<file path="src/rtl/pulse_meas_if.sv">
// pulse_meas_if: one-entry result channel from pulse_meas to its consumer.
//   meas_valid  producer -> consumer  a result is held
//   meas_ready  consumer -> producer  result taken when valid && ready
//   meas_level  producer -> consumer  level of the measured segment (1 = high)
//   meas_width  producer -> consumer  segment length in clk cycles
//   meas_sat    producer -> consumer  segment overflowed the counter (width all ones)
interface pulse_meas_if #(
  parameter int P_CNT_W = 24
) ();
  logic               meas_valid;
  logic               meas_ready;
  logic               meas_level;
  logic [P_CNT_W-1:0] meas_width;
  logic               meas_sat;

  modport master (
    output meas_valid, meas_level, meas_width, meas_sat,
    input  meas_ready
  );

  modport slave (
    input  meas_valid, meas_level, meas_width, meas_sat,
    output meas_ready
  );
endinterface

</file>
<file path="src/rtl/pulse_meas.sv">
// pulse_meas: measures high/low segment widths of the filtered, idle-high din.
//   clk, rst_n   system clock, async active-low reset
//   en           level-sensitive measurement enable
//   din          filtered input, synchronous to clk, idles high
//   rise_pulse   1-cycle strobe per rising edge of din while enabled
//   fall_pulse   1-cycle strobe per falling edge of din while enabled
//   m            result channel (valid/ready, level, width, sat)
//   drop_cnt     saturating count of results lost to a full output register
//   busy         FSM is in ARM or MEAS
module pulse_meas #(
  parameter int P_CNT_W  = 24,
  parameter int P_DROP_W = 16
) (
  input  logic                clk,
  input  logic                rst_n,
  input  logic                en,
  input  logic                din,
  output logic                rise_pulse,
  output logic                fall_pulse,
  pulse_meas_if.master        m,
  output logic [P_DROP_W-1:0] drop_cnt,
  output logic                busy
);
  typedef enum logic [1:0] {IDLE, ARM, MEAS} state_t;

  typedef struct packed {
    logic               level;
    logic               sat;
    logic [P_CNT_W-1:0] width;
  } res_t;

  localparam logic [P_CNT_W-1:0]  CNT_MAX  = '1;
  localparam logic [P_CNT_W-1:0]  CNT_ONE  = P_CNT_W'(1);
  localparam logic [P_DROP_W-1:0] DROP_MAX = '1;
  localparam logic [P_DROP_W-1:0] DROP_ONE = P_DROP_W'(1);

  state_t             state;
  logic               d_q, d_qq;
  logic [P_CNT_W-1:0] cnt;
  res_t               res_q;
  logic               valid_q;

  logic               edge_det;
  logic               active;
  logic               new_res;
  logic               accept;
  res_t               res_new;

  // Two-deep sample history. Both reset high so an idle-high din produces
  // no edge after reset. An edge is judged on registered samples, which puts
  // strobes and results one cycle after the sampling clock edge.
  always_ff @(posedge clk or negedge rst_n) begin
    if (!rst_n) begin
      d_q  <= 1'b1;
      d_qq <= 1'b1;
    end else begin
      d_q  <= din;
      d_qq <= d_q;
    end
  end

  always_comb begin
    edge_det      = d_q ^ d_qq;
    active        = en && (state != IDLE);
    new_res       = en && (state == MEAS) && edge_det;
    accept        = valid_q && m.meas_ready;
    // d_qq is the last sample of the segment that the current edge closes.
    res_new.level = d_qq;
    res_new.sat   = (cnt == CNT_MAX);
    res_new.width = cnt;
  end

  // Control FSM with registered strobes and busy. The counter is loaded
  // with 1 on the edge that opens a segment and counts every following
  // sample, so it holds B-A when the closing edge at B is processed.
  always_ff @(posedge clk or negedge rst_n) begin
    if (!rst_n) begin
      state      <= IDLE;
      cnt        <= '0;
      busy       <= 1'b0;
      rise_pulse <= 1'b0;
      fall_pulse <= 1'b0;
    end else begin
      rise_pulse <= active && edge_det && d_q;
      fall_pulse <= active && edge_det && !d_q;
      // Next state is non-IDLE exactly when en is high.
      busy       <= en;
      case (state)
        IDLE: begin
          cnt <= '0;
          if (en) state <= ARM;
        end
        ARM: begin
          if (!en) begin
            state <= IDLE;
            cnt   <= '0;
          end else if (edge_det) begin
            // Length of the segment before the first edge is unknown: no result.
            state <= MEAS;
            cnt   <= CNT_ONE;
          end
        end
        MEAS: begin
          if (!en) begin
            state <= IDLE;
            cnt   <= '0;
          end else if (edge_det) begin
            cnt <= CNT_ONE;
          end else if (cnt != CNT_MAX) begin
            cnt <= cnt + CNT_ONE;
          end
        end
        default: begin
          state <= IDLE;
          cnt   <= '0;
        end
      endcase
    end
  end

  // One-entry output register. A result arriving in the same cycle the held
  // one is accepted replaces it without a bubble; otherwise a full register
  // keeps its contents and the newcomer is counted as dropped.
  always_ff @(posedge clk or negedge rst_n) begin
    if (!rst_n) begin
      valid_q  <= 1'b0;
      res_q    <= '0;
      drop_cnt <= '0;
    end else begin
      if (new_res && (!valid_q || accept)) begin
        res_q   <= res_new;
        valid_q <= 1'b1;
      end else if (new_res) begin
        if (drop_cnt != DROP_MAX) drop_cnt <= drop_cnt + DROP_ONE;
      end else if (accept) begin
        valid_q <= 1'b0;
      end
    end
  end

  assign m.meas_valid = valid_q;
  assign m.meas_level = res_q.level;
  assign m.meas_width = res_q.width;
  assign m.meas_sat   = res_q.sat;
endmodule

</file>
<file path="src/flat_wrapper.sv">
// flat-port wrapper written by rule: the top's interface ports become plain ports
module pulse_meas_flat 
#(
  parameter int P_CNT_W  = 24,
  parameter int P_DROP_W = 16
)
  (clk, rst_n, en, din, rise_pulse, fall_pulse, drop_cnt, busy, m_meas_valid, m_meas_level, m_meas_width, m_meas_sat, m_meas_ready);
  pulse_meas_if #(.P_CNT_W(P_CNT_W)) m_i ();
  input  logic clk;
  input  logic rst_n;
  input  logic en;
  input  logic din;
  output logic rise_pulse;
  output logic fall_pulse;
  output logic [P_DROP_W-1:0] drop_cnt;
  output logic busy;
  output wire logic [$bits(m_i.meas_valid)-1:0] m_meas_valid;
  output wire logic [$bits(m_i.meas_level)-1:0] m_meas_level;
  output wire logic [$bits(m_i.meas_width)-1:0] m_meas_width;
  output wire logic [$bits(m_i.meas_sat)-1:0] m_meas_sat;
  input wire logic [$bits(m_i.meas_ready)-1:0] m_meas_ready;
  assign m_meas_valid = m_i.meas_valid;
  assign m_meas_level = m_i.meas_level;
  assign m_meas_width = m_i.meas_width;
  assign m_meas_sat = m_i.meas_sat;
  assign m_i.meas_ready = m_meas_ready;
  pulse_meas #(.P_CNT_W(P_CNT_W), .P_DROP_W(P_DROP_W)) u_core (.clk(clk), .rst_n(rst_n), .en(en), .din(din), .rise_pulse(rise_pulse), .fall_pulse(fall_pulse), .m(m_i), .drop_cnt(drop_cnt), .busy(busy));
endmodule
</file>
<file path="config.mk">
export PLATFORM = sky130hd
export DESIGN_NAME = pulse_meas_flat
export DESIGN_NICKNAME = d
export VERILOG_FILES = /design/src/rtl/pulse_meas_if.sv /design/src/rtl/pulse_meas.sv /design/src/flat_wrapper.sv
export SDC_FILE = /design/constraint.sdc
export NUM_CORES = 1
export LEC_CHECK = 0
export ABC_AREA = 1
export BUFFER_PORTS_ARGS = -buffer_cell sky130_fd_sc_hd__buf_2
export CAP_MARGIN = 10
export CORE_MARGIN = 2
export CORE_UTILIZATION = 50
export CTS_BUF_LIST = sky130_fd_sc_hd__clkbuf_8
export DETAILED_ROUTE_END_ITERATION = 12
export HOLD_SLACK_MARGIN = 0.03
export MAX_ROUTING_LAYER = met4
export PLACE_DENSITY_LB_ADDON = 0.25
export SLEW_MARGIN = 20
export SYNTH_ARGS = -nofsm -noshare
export SYNTH_HDL_FRONTEND = slang
export SYNTH_SLANG_ARGS = --single-unit
</file>
<file path="constraint.sdc">
create_clock -name clk -period 4.41 [get_ports clk]
set_input_delay 0.2205 -clock clk [delete_from_list [all_inputs] [get_ports clk]]
set_output_delay 0.2205 -clock clk [all_outputs]
set_load 0.01 [all_outputs]
</file>
==> results of run 1 <==
layout make-up:
cell class	instances	area, um^2	share of cell area [%]
Clock buffer	10	138	3.11
Clock inverter	6	88.8	2.01
Inverter	71	269	6.08
Multi-Input combinational cell	334	1660	37.5
Sequential cell	74	1850	41.9
Tap cell	102	128	2.89
Timing Repair Buffer	54	288	6.51
cell usage in the layout (no fill, tap or decap), types with 2 or more instances in the layout:
cell / instances
a21oi_1: 8
and2_1: 2
buf_2: 50
bufinv_16: 2
clkbuf_8: 10
dfrtp_1: 72
dfstp_2: 2
dlygate4sd3_1: 3
ha_1: 5
inv_1: 68
inv_2: 3
inv_6: 2
nand2_1: 124
nand2_2: 4
nand3_1: 34
nand3_2: 3
nand4_1: 17
nor2_1: 54
nor2_2: 2
nor3_1: 13
nor4_1: 2
o21ai_0: 38
o21ai_2: 6
xnor2_1: 3
xor2_1: 12
worst max-delay path: cells and delay by family, from the launching register on:
family,cells,cell delay (ns)
adder cells (fa/ha/maj),1,0.21
buffers and inverters,1,0.13
flip-flops,1,0.39
AND/OR/NAND/NOR,7,1.35
per-stage QoR:
stage / setup slack, ns / instances / hold slack [ns] / cell area [um^2] / power, mW
finish: 2.26 / 651 / 0.143 / 4420 / 1.55
global route: 2.05 / 651 / 0.149 / 4420 / 1.64
CTS: 2.25 / 650 / 0.0417 / 4410 / 1.56
detailed placement: 2.29 / 632 / 0.262 / 4170 / 0.966
global placement: 2.25 / 632 / 0.259 / 4170 / 0.959
floorplan: 2.62 / 490 / -0.0751 / 3860 / 0.897
path summary, 6_finish.rpt:
kind / to / slack [ns] / startpoint
setup / recovery: u_core.cnt[17] / 2.26 / u_core.cnt[0]
hold / removal: u_core.m.meas_valid / 0.14 / m_meas_ready
setup reg to reg: u_core.cnt[17] / 2.26 / u_core.cnt[0]
hold reg to reg: u_core.d_qq / 0.39 / u_core.d_q
max in group asynchronous: u_core.m.meas_width[22] / 2.97 / rst_n
min in group asynchronous: u_core.state[1] / 0.41 / rst_n
logic make-up after synthesis:
kind of cell / Yosys count / synth area share (%)
AND/OR/NAND/NOR: 261 / 30.4
buffers and inverters: 82 / 8.98
flip-flops: 74 / 48.1
AO/OA/AOI/OAI: 53 / 7.56
XOR/XNOR: 15 / 3.40
adder cells (fa/ha/maj): 5 / 1.62
power groups by stage:
stage                     Sequential, mW  Clock, mW  Combinational, mW
after CTS                          0.728      0.608              0.227
final                              0.728      0.598              0.228
after floorplan                    0.744          0              0.153
after detailed placement           0.741          0              0.225
after global placement             0.739          0              0.220
after global routing               0.732      0.645              0.259
per-layer routing:
| layer | GRT usage (%) | vias to the layer above |
|---|---|---|
| li1 | - | 1666 |
| met3 | 4.85 | 10 |
| met5 | - | - |
| met2 | 33.9 | 76 |
| met1 | 30.3 | 1584 |
| met4 | 7.96 | 0 |
registers in the layout, indices dropped and copies added (netlist names):
name                 cells
u_core.m.meas_sat        1
u_core.rise_pulse        1
u_core.cnt              24
u_core.fall_pulse        1
u_core.m.meas_level      1
u_core.d_q               1
u_core.m.meas_valid      1
u_core.m.meas_width     24
u_core.busy              1
u_core.d_qq              1
u_core.state             2
u_core.drop_cnt         16
repair_timing:
item | 4_1_cts | 5_1_grt
endpoints found under the hold margin | 26 | 1
setup endpoints to repair | 0 | 0
hold buffers | 2 | 1
==> results.py, run 1 <==
metrics = {
    "global_route": {
        "globalRouteOverflowTotal": 0,
        "antenna_found_initial": 0,
        "grt_use_total_pct": 22.5,
        "grt_pass1_vias": 3149,
        "grt_pass1_wl_um": 14800,
        "grt_max_degree": 52,
    },
    "drt": {
        "ant_nets": 0,
        "dr.first_iter.drc_count": 259,
        "dr_wl_met2_um": 4080,
        "wirelength_um": 8590,
        "dr.pass1.iters": 4,
        "route.met3.wl_um": 356,
        "via_per_inst": 5.12,
        "wl_per_cell_um": 13.2,
        "drcViolationCount": 0,
        "top_layer": "met4",
        "drt-met1-wl_um": 4000,
        "vias": 3336,
    },
    "logic_synthesis": {
        "syn_nets": 500,
        "synth_area_um2": 3860,
        "ys_seq_area_share_pct": 48.1,
        "synth_ff_type": "dfrtp_1",
        "synth_seq_cells": 74,
        "synth_edf_count": 0,
        "synth.distinct_cells": 34,
        "synth_cells": 490,
        "ys_warn_count": 0,
        "yosysMostFrequentCell": "nand2_1",
        "synth_area_leaders": "dfrtp_1 (47%), nand2_1 (12%), inv_1 (6.6%)",
        "synth_top_area_share_pct": 46.7,
        "avgSynthCellArea_um2": 7.87,
        "synth_top_cells_by_count": "nand2_1 (124), dfrtp_1 (72), inv_1 (68)",
        "yosysTopAreaCell": "dfrtp_1",
        "ys_async_sr_fraction_pct": 100,
    },
    "clock_tree": {
        "htree_levels": 3,
        "clk_path_buf_depth": 2,
        "cts_sinks": 74,
        "cts_tree": "built",
        "numCtsBuffers": 9,
        "clk_latency_ns": 0.35,
        "clkTransAtPathRegs_ns": 0.08,
        "clock_tree.root_cell": "clkbuf_8",
        "postCtsSetupBuffers": 0,
        "post_cts_resized": 0,
    },
    "timing": {
        "maxSlewHeadroom_pct": 54.0,
        "rsz0062_at_grt": "no",
        "hold_viol": 0,
        "fin_crit_ns": 2.15,
        "setup_viol": 0,
        "clock.fmax_ghz": 0.464,
        "fin_setup_tns_ns": 0,
        "period_share_pct": 48.9,
        "worst_slew_pin_slew_ns": 0.689,
        "fin_skew_ns": 0.0129,
        "slew_viol_final": 0,
    },
    "final_layout": {
        "drive_above_1_share_pct": 16.8,
        "nNetsFinal": 554,
        "fin_util_pct": 58.1,
        "fillers": 711,
        "antenna_cells": 0,
        "syn_to_final_growth_pct": 14.6,
    },
    "min_path": {
        "hold_depth": 4,
        "hold_class": "input port to flop",
    },
    "setup_path": {
        "crit_fanout": 26,
        "r2r_cells": 9,
        "critPathSlowestCell": "dfrtp_1",
        "worstPathRequired_ns": 4.69,
        "worstPathArrival_ns": 2.44,
        "critPathLaunchType": "flop",
        "worstPathCellList": "ha_1 -> nand2_1 -> nor2_2 -> nand2_2 -> nor2_4 -> nand4_4 -> nand3_2 -> inv_1 -> nor2_1",
        "slowest_delay_ns": 0.39,
        "end_kind": "flop",
        "path_class": "flop to flop",
    },
    "power": {
        "peakVddDrop_mv": 0.141,
        "p_switching_uw": 448,
        "p_per_area_nw_per_um2": 351,
        "p_comb_share_pct": 14.7,
        "cellLeakagePower_nw": 2.20,
        "swShare_pct": 28.8,
        "p_int_mw": 1.11,
        "clkPwrFrac_pct": 38.5,
        "sequentialPowerShare_pct": 46.8,
    },
    "placement": {
        "hpwl_um": 6240,
        "portBuffers": 50,
        "place_congestion": 0.911,
    },
    "floorplanning": {
        "core_um2": 7610,
        "core.rowCount": 32,
        "ios": 51,
        "initial_utilization_pct": 50.7,
        "die_y_um": 91.9,
        "die_x_um": 91.9,
        "die_area_um2": 8440,
    },
    "outcome": {
        "status": "finished, final reports clean",
    },
    "job": {
        "max_cap_violations": 0,
    },
}
Power figures use the tool's default switching activity.
==> run 2: changes to the inputs <==
Clock period 4.41 ns to 1.8 ns, I/O delays scaled along.
==> run 2 against run 1 <==
- global-route usage increased by 1.0 points
- cell count increased by 4.9%
- largest power group unchanged
- die area unchanged
- final area increased by 8.8%
- register-to-register slack got worse by 2.3 ns
- power increased by 130%
- highest routed layer unchanged
==> results.py, run 2 (synthesized netlist as in run 1, its figures left out) <==
metrics = {
    "outcome": {
        "status": "finished, final reports clean",
    },
    "placement": {
        "place_congestion": 0.915,
        "portBuffers": 50,
        "placed_area_um2": 4370,
        "placed_cells": 656,
        "dp_slack_ns": -0.0465,
        "hpwl_um": 6680,
    },
    "floorplanning": {
        "core_um2": 7610,
        "die_y_um": 91.9,
        "die_area_um2": 8440,
        "die_x_um": 91.9,
        "ios": 51,
        "initial_utilization_pct": 50.7,
        "core.rowCount": 32,
    },
    "clock_tree": {
        "clk_path_buf_depth": 2,
        "cts_sinks": 74,
        "clk_latency_ns": 0.36,
        "htree_levels": 3,
        "clkTransAtPathRegs_ns": 0.08,
        "clock_tree.root_cell": "clkbuf_8",
        "numCtsBuffers": 9,
        "cts_tree": "built",
    },
    "drt": {
        "ant_nets": 0,
        "vias": 3530,
        "via_per_inst": 5.17,
        "wirelength_um": 9360,
        "drcViolationCount": 0,
        "dr.pass1.iters": 5,
        "dr.first_iter.drc_count": 172,
        "wl_per_cell_um": 13.7,
    },
    "global_route": {
        "grt_max_degree": 31,
        "antenna_found_initial": 0,
        "grt_pass1_vias": 3348,
        "grt_pass1_wl_um": 15400,
        "globalRouteOverflowTotal": 0,
        "grt_use_total_pct": 23.5,
    },
    "final_layout": {
        "final_common_cell": "nand2_1",
        "antenna_cells": 0,
        "fin_cells": 683,
        "final_area_um2": 4810,
        "syn_to_final_growth_pct": 24.7,
        "drive_above_1_share_pct": 26.2,
        "nNetsFinal": 586,
        "final_cell_mix": "nand2_1 (116), dfrtp_1 (72), inv_1 (67)",
    },
    "min_path": {
        "hold_class": "input port to asynchronous set/reset pin",
    },
    "power": {
        "peakVddDrop_mv": 0.388,
        "cellLeakagePower_nw": 2.36,
        "p_per_area_nw_per_um2": 758,
    },
    "timing": {
        "maxSlewHeadroom_pct": 61.5,
        "clock.fmax_ghz": 0.556,
        "fin_skew_ns": 0.00705,
        "setup_slack_ns": 0.000677,
        "slew_viol_final": 0,
        "fin_crit_ns": 1.80,
        "setup_viol": 0,
        "hold_viol": 0,
        "period_share_pct": 100,
        "rsz0062_at_grt": "yes",
        "worst_slew_pin_slew_ns": 0.577,
    },
    "setup_path": {
        "worstPathArrival_ns": 2.05,
        "crit_fanout": 7,
        "critPathLaunchType": "flop",
        "path_class": "flop to flop",
        "worstPathRequired_ns": 2.05,
        "end_kind": "flop",
    },
    "job": {
        "max_cap_violations": 0,
    },
}
==> run 2: changes by cell type in the layout (fill, tap and decap cells not counted), sizes merged <==
cell         change
inv              -1
clkinvlp         +1
buf             +30
clkinv           +3
dlygate4sd3      +1
bufinv           -2
==> run 2: cell type report <==
type / count / area (um^2)
clock buffers: 9 / 124
fillers: 688 / 2800
inverters: 71 / 274
well taps: 102 / 128
repair buffers: 86 / 592
clock inverters: 7 / 46.3
multi-input cells: 334 / 1790
flip-flops and latches: 74 / 1850
==> run 2: report_power, final <==
part           leakage (nW)  internal, mW  switching [mW]
logic                  1.27         0.253           0.460
registers             0.999          1.73          0.0468
clock network        0.0868         0.497           0.659
total                  2.36          2.48            1.17
==> run 2: worst paths after layout <==
check / from / end / slack, ns / depth (start not counted)
max: u_core.cnt[0] / u_core.cnt[20] / 0.0007 / 11
max reg2reg: u_core.cnt[0] / u_core.cnt[20] / 0.0007 / 11
min: rst_n / u_core.fall_pulse / 0.25 / 2
max in group asynchronous: rst_n / u_core.cnt[2] / 0.98 / 3
min in group clk: din / u_core.d_q / 0.38 / 2
min reg2reg: u_core.d_q / u_core.d_qq / 0.39 / 0
==> run 2: routing by layer <==
layer,track usage (%),vias up,routed length [um]
met5,-,-,0
met4,7.59,0,108
met1,30.2,1702,4120
met2,37.7,83,4760
li1,-,1735,-
met3,4.85,10,375
==> run 2: what timing repair did <==
item                                    4_1_cts  5_1_grt
gates cloned                                  0        1
hold endpoints to repair                     22        0
pin swaps                                     0        5
buffers inserted                              0        6
hold buffers                                  4        0
endpoints found under the setup margin       15       62
resized for setup                             3       40
==> run 2: worst max-delay path, stage by stage (launching register included) <==
cell     delay [ns]
dfrtp_1        0.39
ha_2           0.21
nand2_2        0.08
nor2_4         0.11
nand2_2        0.09
nor2_4         0.14
nand4_4        0.21
buf_4          0.21
nand3_1        0.10
nand2_1        0.07
nand2_1        0.06
nor2_1         0.04
==> run 2: per-stage QoR <==
step / power, mW / utilization, % / TNS [ns] / hold slack [ns]
floorplan: 2.20 / - / 0 / -0.206
global placement: 2.45 / 57.5 / 0 / 0.114
detailed placement: 2.47 / 57.5 / -0.0823 / 0.117
CTS: 3.63 / 60.3 / 0 / 0.273
global route: 3.85 / 63.2 / -1.39 / 0.301
finish: 3.65 / 63.2 / 0 / 0.255
